==> src/rtl/icache_pkg.sv <==
// Shared types, constants and address-split width helpers for the instruction cache.
// Widths are derived from the LINES / WORDS_PER_LINE parameters of the cache.
package icache_pkg;

    typedef enum logic [1:0] {
        IDLE = 2'd0,
        REQ  = 2'd1,
        FILL = 2'd2
    } icache_state_t;

    localparam logic [31:0] NOP_INSTR = 32'h0000_0013;

    function automatic int off_bits(input int words_per_line);
        return $clog2(words_per_line);
    endfunction

    function automatic int idx_bits(input int lines);
        return $clog2(lines);
    endfunction

    function automatic int tag_bits(input int lines, input int words_per_line);
        return 32 - 2 - $clog2(lines) - $clog2(words_per_line);
    endfunction

endpackage

==> src/rtl/icache_array.sv <==
// Valid/tag/data storage: async read at one index, sync word write, tag/valid set, clear-all.
// Latency: read is combinational, writes land at the rising edge; no backpressure (always accepts).
// Clear-all takes priority over a same-cycle set so a flushed fill never becomes valid.
module icache_array
    import icache_pkg::*;
#(
    parameter int LINES          = 16,
    parameter int WORDS_PER_LINE = 4,
    parameter int IDX_W          = idx_bits(LINES),
    parameter int OFF_W          = off_bits(WORDS_PER_LINE),
    parameter int TAG_W          = tag_bits(LINES, WORDS_PER_LINE)
) (
    input  logic             clk,
    input  logic             rst,
    input  logic [IDX_W-1:0] rd_idx,
    input  logic [OFF_W-1:0] rd_off,
    output logic             rd_valid,
    output logic [TAG_W-1:0] rd_tag,
    output logic [31:0]      rd_word,
    input  logic             wr_en,
    input  logic [IDX_W-1:0] wr_idx,
    input  logic [OFF_W-1:0] wr_off,
    input  logic [31:0]      wr_word,
    input  logic             set_en,
    input  logic [IDX_W-1:0] set_idx,
    input  logic [TAG_W-1:0] set_tag,
    input  logic             clr_all
);

    logic [LINES-1:0] valid_q, valid_d;
    logic [TAG_W-1:0] tag_q  [LINES];
    logic [TAG_W-1:0] tag_d  [LINES];
    logic [31:0]      data_q [LINES][WORDS_PER_LINE];
    logic [31:0]      data_d [LINES][WORDS_PER_LINE];

    assign rd_valid = valid_q[rd_idx];
    assign rd_tag   = tag_q[rd_idx];
    assign rd_word  = data_q[rd_idx][rd_off];

    always_comb begin
        valid_d = valid_q;
        tag_d   = tag_q;
        data_d  = data_q;
        if (wr_en) begin
            data_d[wr_idx][wr_off] = wr_word;
        end
        if (set_en) begin
            tag_d[set_idx]   = set_tag;
            valid_d[set_idx] = 1'b1;
        end
        if (clr_all) begin
            valid_d = '0;
        end
    end

    always_ff @(posedge clk) begin
        if (rst) begin
            valid_q <= '0;
        end else begin
            valid_q <= valid_d;
        end
    end

    // Tag and data contents are meaningless until valid is set, so they carry no reset.
    always_ff @(posedge clk) begin
        tag_q  <= tag_d;
        data_q <= data_d;
    end

endmodule

==> src/rtl/instr_cache.sv <==
// Direct-mapped read-only instruction cache with whole-line refill from a multi-cycle memory.
// Latency: 0 cycles on hit; a miss stalls for 2 + WORDS_PER_LINE cycles plus grant/beat gaps.
// Backpressure: stall holds the core; mem_req is held until mem_gnt, rvalid beats are taken as they come.
module instr_cache
    import icache_pkg::*;
#(
    parameter int LINES          = 16,
    parameter int WORDS_PER_LINE = 4
) (
    input  logic        clk,
    input  logic        rst,
    input  logic [31:0] PC,
    input  logic        flush,
    output logic [31:0] Instr,
    output logic        stall,
    output logic        mem_req,
    output logic [31:0] mem_addr,
    input  logic        mem_gnt,
    input  logic        mem_rvalid,
    input  logic [31:0] mem_rdata
);

    localparam int OFF_W = off_bits(WORDS_PER_LINE);
    localparam int IDX_W = idx_bits(LINES);
    localparam int TAG_W = tag_bits(LINES, WORDS_PER_LINE);
    localparam logic [OFF_W-1:0] LAST_BEAT = OFF_W'(WORDS_PER_LINE - 1);

    icache_state_t    state_q, state_d;
    logic [31:0]      miss_addr_q, miss_addr_d;
    logic [OFF_W-1:0] beat_q, beat_d;
    logic             flush_pend_q, flush_pend_d;

    logic [OFF_W-1:0] pc_off;
    logic [IDX_W-1:0] pc_idx;
    logic [TAG_W-1:0] pc_tag;
    logic [IDX_W-1:0] miss_idx;
    logic [TAG_W-1:0] miss_tag;
    logic             pc_unused;

    logic             rd_valid;
    logic [TAG_W-1:0] rd_tag;
    logic [31:0]      rd_word;
    logic             wr_en;
    logic             set_en;
    logic             clr_all;
    logic             hit;

    assign pc_off    = PC[2 +: OFF_W];
    assign pc_idx    = PC[2 + OFF_W +: IDX_W];
    assign pc_tag    = PC[2 + OFF_W + IDX_W +: TAG_W];
    assign miss_idx  = miss_addr_q[2 + OFF_W +: IDX_W];
    assign miss_tag  = miss_addr_q[2 + OFF_W + IDX_W +: TAG_W];
    assign pc_unused = ^PC[1:0];

    icache_array #(
        .LINES          (LINES),
        .WORDS_PER_LINE (WORDS_PER_LINE),
        .IDX_W          (IDX_W),
        .OFF_W          (OFF_W),
        .TAG_W          (TAG_W)
    ) u_array (
        .clk      (clk),
        .rst      (rst),
        .rd_idx   (pc_idx),
        .rd_off   (pc_off),
        .rd_valid (rd_valid),
        .rd_tag   (rd_tag),
        .rd_word  (rd_word),
        .wr_en    (wr_en),
        .wr_idx   (miss_idx),
        .wr_off   (beat_q),
        .wr_word  (mem_rdata),
        .set_en   (set_en),
        .set_idx  (miss_idx),
        .set_tag  (miss_tag),
        .clr_all  (clr_all)
    );

    // Only IDLE may hit, so a line being refilled is never served early.
    assign hit   = rd_valid && (rd_tag == pc_tag) && (state_q == IDLE);
    assign stall = !hit;
    assign Instr = hit ? rd_word : NOP_INSTR;

    always_comb begin
        state_d      = state_q;
        miss_addr_d  = miss_addr_q;
        beat_d       = beat_q;
        flush_pend_d = flush_pend_q;
        mem_req      = 1'b0;
        mem_addr     = 32'h0;
        wr_en        = 1'b0;
        set_en       = 1'b0;
        clr_all      = 1'b0;
        case (state_q)
            IDLE: begin
                clr_all = flush;
                if (!hit) begin
                    miss_addr_d = {PC[31:OFF_W+2], {(OFF_W+2){1'b0}}};
                    beat_d      = '0;
                    state_d     = REQ;
                end
            end
            REQ: begin
                mem_req  = 1'b1;
                mem_addr = miss_addr_q;
                if (flush) begin
                    flush_pend_d = 1'b1;
                end
                if (mem_gnt) begin
                    state_d = FILL;
                end
            end
            FILL: begin
                if (flush) begin
                    flush_pend_d = 1'b1;
                end
                if (mem_rvalid) begin
                    wr_en  = 1'b1;
                    beat_d = beat_q + 1'b1;
                    if (beat_q == LAST_BEAT) begin
                        // A flush seen at any point of the fill, including this beat, discards the line.
                        if (flush_pend_q || flush) begin
                            clr_all = 1'b1;
                        end else begin
                            set_en = 1'b1;
                        end
                        flush_pend_d = 1'b0;
                        state_d      = IDLE;
                    end
                end
            end
            default: begin
                state_d = IDLE;
            end
        endcase
    end

    always_ff @(posedge clk) begin
        if (rst) begin
            state_q      <= IDLE;
            miss_addr_q  <= 32'h0;
            beat_q       <= '0;
            flush_pend_q <= 1'b0;
        end else begin
            state_q      <= state_d;
            miss_addr_q  <= miss_addr_d;
            beat_q       <= beat_d;
            flush_pend_q <= flush_pend_d;
        end
    end

endmodule

==> config.mk <==
export PLATFORM = sky130hd
export DESIGN_NAME = instr_cache
export DESIGN_NICKNAME = d
export VERILOG_FILES = /design/src/rtl/icache_pkg.sv /design/src/rtl/icache_array.sv /design/src/rtl/instr_cache.sv
export SDC_FILE = /design/constraint.sdc
export NUM_CORES = 2
export LEC_CHECK = 0
export CAP_MARGIN = 20
export CORE_AREA = 2 2 568 570
export DETAILED_ROUTE_END_ITERATION = 8
export DIE_AREA = 0 0 570 572
export HOLD_SLACK_MARGIN = 0.03
export PLACE_DENSITY = 0.47
export SLEW_MARGIN = 30
export SYNTH_ARGS = -nofsm -noshare
export SYNTH_HDL_FRONTEND = slang
export SYNTH_SLANG_ARGS = --single-unit
==> constraint.sdc <==
create_clock -name clk -period 5.3 [get_ports clk]
set_input_delay 1.06 -clock clk [delete_from_list [all_inputs] [get_ports clk]]
set_output_delay 1.06 -clock clk [all_outputs]
set_load 0.05 [all_outputs]
; After elaboration in Yosys (flattened, before gate mapping)
; Index checks and enable logic that the tools add are counted.
[op_classes]
order_cmp = 9
reduce_logical = 14
n_addsub = 1
n_eq_ne = 8
n_mux = 46
bitwise = 6
[ops]
columns = op, count
row1 = $bwmux W2048, 1
row2 = $bmux W128 S4, 1
row3 = $demux W128 S4, 1
row4 = $bwmux W384, 1
row5 = $mux W128, 3
row6 = $mux W32, 5
row7 = $bmux W24 S4, 1
row8 = $demux W24 S4, 1
row9 = $mux W24, 3
row10 = $bmux W32 S2, 1
row11 = $demux W32 S2, 1
row12 = $eq A24 B24 Y1, 1
row13 = $or A16 B16 Y16, 1
row14 = $mux W1, 15
row15 = $mux W2, 6
row16 = $ge A5 B5 Y1 const B, 2
row17 = $lt A4 B5 Y1 const B, 2
row18 = $not A4 Y5, 2
row19 = $ne A2 B2 Y1 const B, 4
row20 = $ge A3 B3 Y1 const B, 2
row21 = $not A2 Y3, 2
row22 = $pmux W2 S3, 1
row23 = $logic_and A1 B1 Y1, 5
row24 = $lt A5 B1 Y1 const B, 1
row25 = 18 further kinds, 21
[word_totals]
elab_cells = 169
in_bits = 69
register_bits = 2481
out_inout_bits = 66

; Longest topological paths before layout
[logic_depth]
ltp_word = 9
ltp_mapped = 15
ltp_nobuf = 8

; Hierarchy
; Synthesis repeated with hierarchy kept, for this count alone.
[unflattened]
hier_cells = 4202
area_unflattened_um2 = 95034.9
[modules_own_cells]
columns = mod, n_inst, cells_each, area_per_inst_um2, seq_area_each_um2
row1 = icache_array, 1, 3963, 92987.9, 73350.3
row2 = instr_cache, 1, 239, 2047.0, 660.6

; Least setup slack after synthesis
; No wires, ideal clock.
[synth_timing]
path_kind = input to output
start = input PC[4]
end = output Instr[25]
cell_stages = 11
required_ns = 4.240
path_slack_ns = -0.171
arrival_ns = 4.411
n_path_buf = 4
path_cell_list = buf_6 -> buf_6 -> buf_2 -> mux4_2 -> nand4_1 -> inv_1 -> or4_1 -> nor4_1 -> nand4_1 -> clkbuf_1 -> nor2b_1
[synth_via]
elab_chain_len = 8
elab_cells_between_ends = 16
classes_between = eq/ne (1) / mux (12) / bitwise (1) / reduce/logical (2)
[synth_rtl]
columns = item, line_no
row1 = "start, declared", instr_cache.sv:12  ; input logic [31:0] PC,
row2 = $not A4 Y5 (implied by the code), "icache_array.sv:37, icache_array.sv:38"
row3 = $bmux W24 S4 or $bmux W128 S4 (tied branches), "icache_array.sv:37, icache_array.sv:38"
row4 = $mux W24 (implied by the code) or $mux W128 (tied branches) (2 in series), "icache_array.sv:37, icache_array.sv:38"
row5 = $eq A24 B24 Y1 or $bmux W32 S2 (tied branches), "instr_cache.sv:80, icache_array.sv:38"
row6 = $logic_and A1 B1 Y1 or $mux W32 (tied branches) (2 in series), "instr_cache.sv:80, icache_array.sv:38"
row7 = $mux W32 (*), instr_cache.sv:82  ; assign Instr = hit ? rd_word : NOP_INSTR;
row8 = "end, declared", instr_cache.sv:14  ; output logic [31:0] Instr,
; Every way passes the cells marked *; elsewhere a longest branch is shown, timed or not. The select of a mux whose other input is x is not followed.

; Final worst setup path
[layout_timing]
start = input PC[4]
end = output Instr[1]
; The elaborated chain is that of the path after synthesis.

==> summary.md <==
| Metric | Value |
|---|---|
| Post-synthesis xor/xnor area fraction | 0.229% |
| Pint | 34.1 mW |
| Avg Cell Area, Syn | roughly 24 um2 |
| Sequential share of the synthesized area | 77.5% |
| CP startpoint kind | input port |
| Final setup violation count | 0 |
| Drt total wl | 275 mm |
| Fin Clk Skew | 0.0509 ns |
| Hold_buf cts | 0 |
| Core region area | roughly 320000 um2 |
| Seq pwr share | between 50 and 60% |
| Clk pwr share | 43.1% |
| DIE HEIGHT | approximately 570 um |
| Worst setup margin | 0.0194 ns |
| R2R Path End | miss_addr_q[31] |
| Core Rows | 208 |
| Slew Limit Fails | 0 |
| Mapped Area | between 90000 and 100000 um2 |
| Residual DRC | 0 |
| H-tree depth | 5 |
| Synth Area in Adders | less than 1% |
| Fill cells | 29200 |
| Max Fclk | 189 MHz |
| CP Launch Point | PC[4] |
| Yosys synthesis warning count | 0 |
| Worst R2R Start | u_array.tag_q[308] |
| Routed length per instance | 30.8 um |
| First-pass GRT wire length | 382 mm |
| Yosys reg bits | 2481 |
| Post-synthesis mux area share | between 10% and 20% |
| Clock Pin Slew Worst Setup and Hold Paths | 0.05 ns |
| Switching Fraction | 22.4% |
| Compound-cell area share of the yosys netlist | 0.422% |
| R2R cell count | 10 |
| Fin crit share | approximately 100% |
| Clock sinks | around 2500 |
| Hold WS | about 0.46 ns |
| Worst EP required | 4.24 ns |
| Reg2reg setup slack | 1.79 ns |
| Largest net degree at the start of global routing | 65 |
| Total Nets Final | 4590 |
| Max_slew headroom | 35.4% |
| # IOs | 135 |
| Hold path cells | 2 |
| Setup CP Type | input port to output pin |
| GR Overflow Total | 0 |
| Vias per cell | 5.06 |
| Distinct cells, synth | 62 |
| Combinational power share | 6.4% |
| Starting DRT DRC Count | 4703 |
| Reported max-cap violation count | 0 |
| Placed Cells | around 8400 |
| Initial Utilization | between 20% and 30% |
| Final hold vios | 0 |
| Final Critical Period | ~5.3 ns |
| I/O Buffers | 128 |
| Primary FF master, synth | edfxtp_1 |
| Root buf cell | clkbuf_16 |
| GPL Wtd Cong | between 0.7 and 0.8 |
| GRT Resource Usage Total | 16.7% |
| Clk Latency, worst-skew pair | 0.87 ns |
| Longest Clk Path Bufs | 4 |
| Status | completed |
| Die Span X | ~570 um |
| TritonCTS clock tree | done |
| Finished Layout Cells | 8941 |
| Vias in the first global route | 47100 |
| Sw power | 9.86 mW |
| Via count | 45300 |
| First-pass DRT Iterations | 7 |
| Pwr Total | 43.9 mW |
| Post-synth ARST share | 0% |
| EDFF count, synth | 2432 |
| Post-Syn Instances | 3988 |
| Syn-to-layout area delta | 20.3% |
| Critical Path Sink | Instr[1] |
| Final HPWL DP | 154 mm |
| IR drop worst, VDD | 0.239 mV |
| Num CTS Buffers | 281 |
| Critical Path AT | 4.22 ns |
| Dpl ws | -0.379 ns |
| RSZ-0062 raised after global routing | yes |
| Worst setup EP type | output pin |
| Largest family of logic cells by synthesized area | multiplexers |
| Static Leak | 35.7 nW |
| Layout cells sized above 1 | 35.5% |
| Setup TNS | 0 ns |
| PD cells | 382 nW/um2 |
| Worst slew pin tran | 0.969 ns |
| Die area | 326000 um2 |
| Hold Crit Class | flip-flop to flip-flop |
| Initial antenna violation count | 26 |
| Simple-Gate Fraction of Synth Area | between 1.5 and 2% |
| Post-route ant nets | 0 |
| Crit Path Max Fanout | 14 |
## cell families after synthesis
kind of cell             after synthesis
AO/OA/AOI/OAI                         57
XOR/XNOR                              25
adder cells (fa/ha/maj)                7
buffers and inverters                229
flip-flops                          2481
multiplexers                         854
other                                  1
AND/OR/NAND/NOR                      334
## sequential cells by signal, indices dropped and copies added (netlist names)
signal	cells
u_array.data_q	2048
u_array.tag_q	384
miss_addr_q	28
u_array.valid_q	16
beat_q	2
state_q	2
flush_pend_q	1
## placed cells by master (no fill, tap or decap), types with 8 or more instances in the layout
master,n
nor2b_1,17
nand2_1,80
nor2_4,80
dfxtp_1,49
bufinv_16,19
clkinv_8,9
inv_1,11
diode_2,11
edfxtp_1,2432
nor2_1,45
mux4_2,762
clkbuf_1,63
buf_12,134
mux2_2,13
clkdlybuf4s50_1,57
and2_1,30
clkinv_2,34
xor2_1,15
a21oi_1,8
mux2i_1,76
clkinv_1,61
clkbuf_16,288
nor2b_2,20
buf_4,248
## how the worst min path moves through the flow
| stage | from | end |
|---|---|---|
| after floorplan | u_array.valid_q[10] | u_array.valid_q[10] |
| after global placement | u_array.valid_q[7] | u_array.valid_q[7] |
| after detailed placement | u_array.valid_q[2] | u_array.valid_q[2] |
| after CTS | u_array.valid_q[2] | u_array.valid_q[2] |
| after global routing | u_array.valid_q[7] | u_array.valid_q[7] |
| final | u_array.valid_q[2] | u_array.valid_q[2] |
## through the flow
stage / utilization (%) / cell area, um2
detailed placement: 32.9 / 105000
floorplan: - / 95500
global route: 35.9 / 115000
CTS: 35.8 / 114000
finish: 35.9 / 115000
global placement: 32.9 / 105000
## per-layer routing
| layer | share of wire [%] | vias up | global-route usage [%] |
|---|---|---|---|
| li1 | - | 18200 | - |
| met1 | 45 | 25500 | 23.8 |
| met2 | 48 | 1181 | 27.2 |
| met3 | 4.7 | 375 | 2.21 |
| met4 | 2.2 | 14 | 3.98 |
| met5 | 0.033 | - | 0 |
## power by group through the flow
stage | logic (mW) | clock network [mW] | registers, mW
3_3_place_gp | 2.79 | 0 | 22.6
6_report | 2.82 | 18.9 | 22.2
4_1_cts | 2.84 | 19.4 | 22.2
3_5_place_dp | 2.81 | 0 | 22.6
5_1_grt | 2.99 | 20.1 | 22.2
2_1_floorplan | 1.60 | 0 | 22.4
## timing repair
item,in CTS,in global routing
gates cloned,1,1
gates resized for setup,35,22
setup buffers,9,26
hold endpoints to repair,0,0
pin swaps,4,8
endpoints found under the setup margin,33,33
## worst max-delay path: stages
cell and delay [ns]:
buf_16 0.13, buf_16 0.14, buf_4 0.17, buf_4 0.13, mux4_2 0.48, mux2i_1 0.24, xnor2_1 0.12, a211oi_2 0.22
buf_4 0.15, a31oi_1 0.14, nor3_2 0.22, nand4_1 0.19, buf_6 0.23, buf_12 0.16, or2_4 0.27, buf_12 0.15
## cell type report
cell class                      count  area [um2]  share of cell area, %
Clock buffer                      356        7500                   6.53
Inverter                           13        48.8                 0.0425
Timing Repair Buffer              456        5390                   4.69
Multi-Input combinational cell   1281       21200                   18.5
Antenna cell                       11        27.5                 0.0240
Clock inverter                    143        1400                   1.22
Sequential cell                  2481       74000                   64.4
Tap cell                         4200        5260                   4.58
## cells in the mapped netlist, types with 3 or more instances
cell	count	share of area, %
edfxtp_1	2432	76
mux4_2	762	18
nor2_1	125	0.49
clkbuf_1	90	0.35
nand2_1	83	0.33
mux2i_1	77	0.81
buf_2	73	0.38
dfxtp_1	49	1.0
nor2b_1	39	0.26
buf_1	33	0.13
and2_1	30	0.20
xor2_1	17	0.16
mux2_2	13	0.15
buf_4	12	0.094
inv_1	11	0.043
nor4_1	10	0.065
a21oi_1	9	0.047
nor3_1	9	0.047
xnor2_1	8	0.073
a211oi_1	7	0.055
ha_1	7	0.092
nand3_1	7	0.037
o21ai_0	7	0.037
buf_6	6	0.071
o22ai_1	6	0.039
nand2b_1	5	0.033
nand4_1	5	0.033
a31oi_1	4	0.026
and3_1	4	0.026
a2111oi_0	3	0.028
or2_1	3	0.020
(Power assumes the default switching activity.)
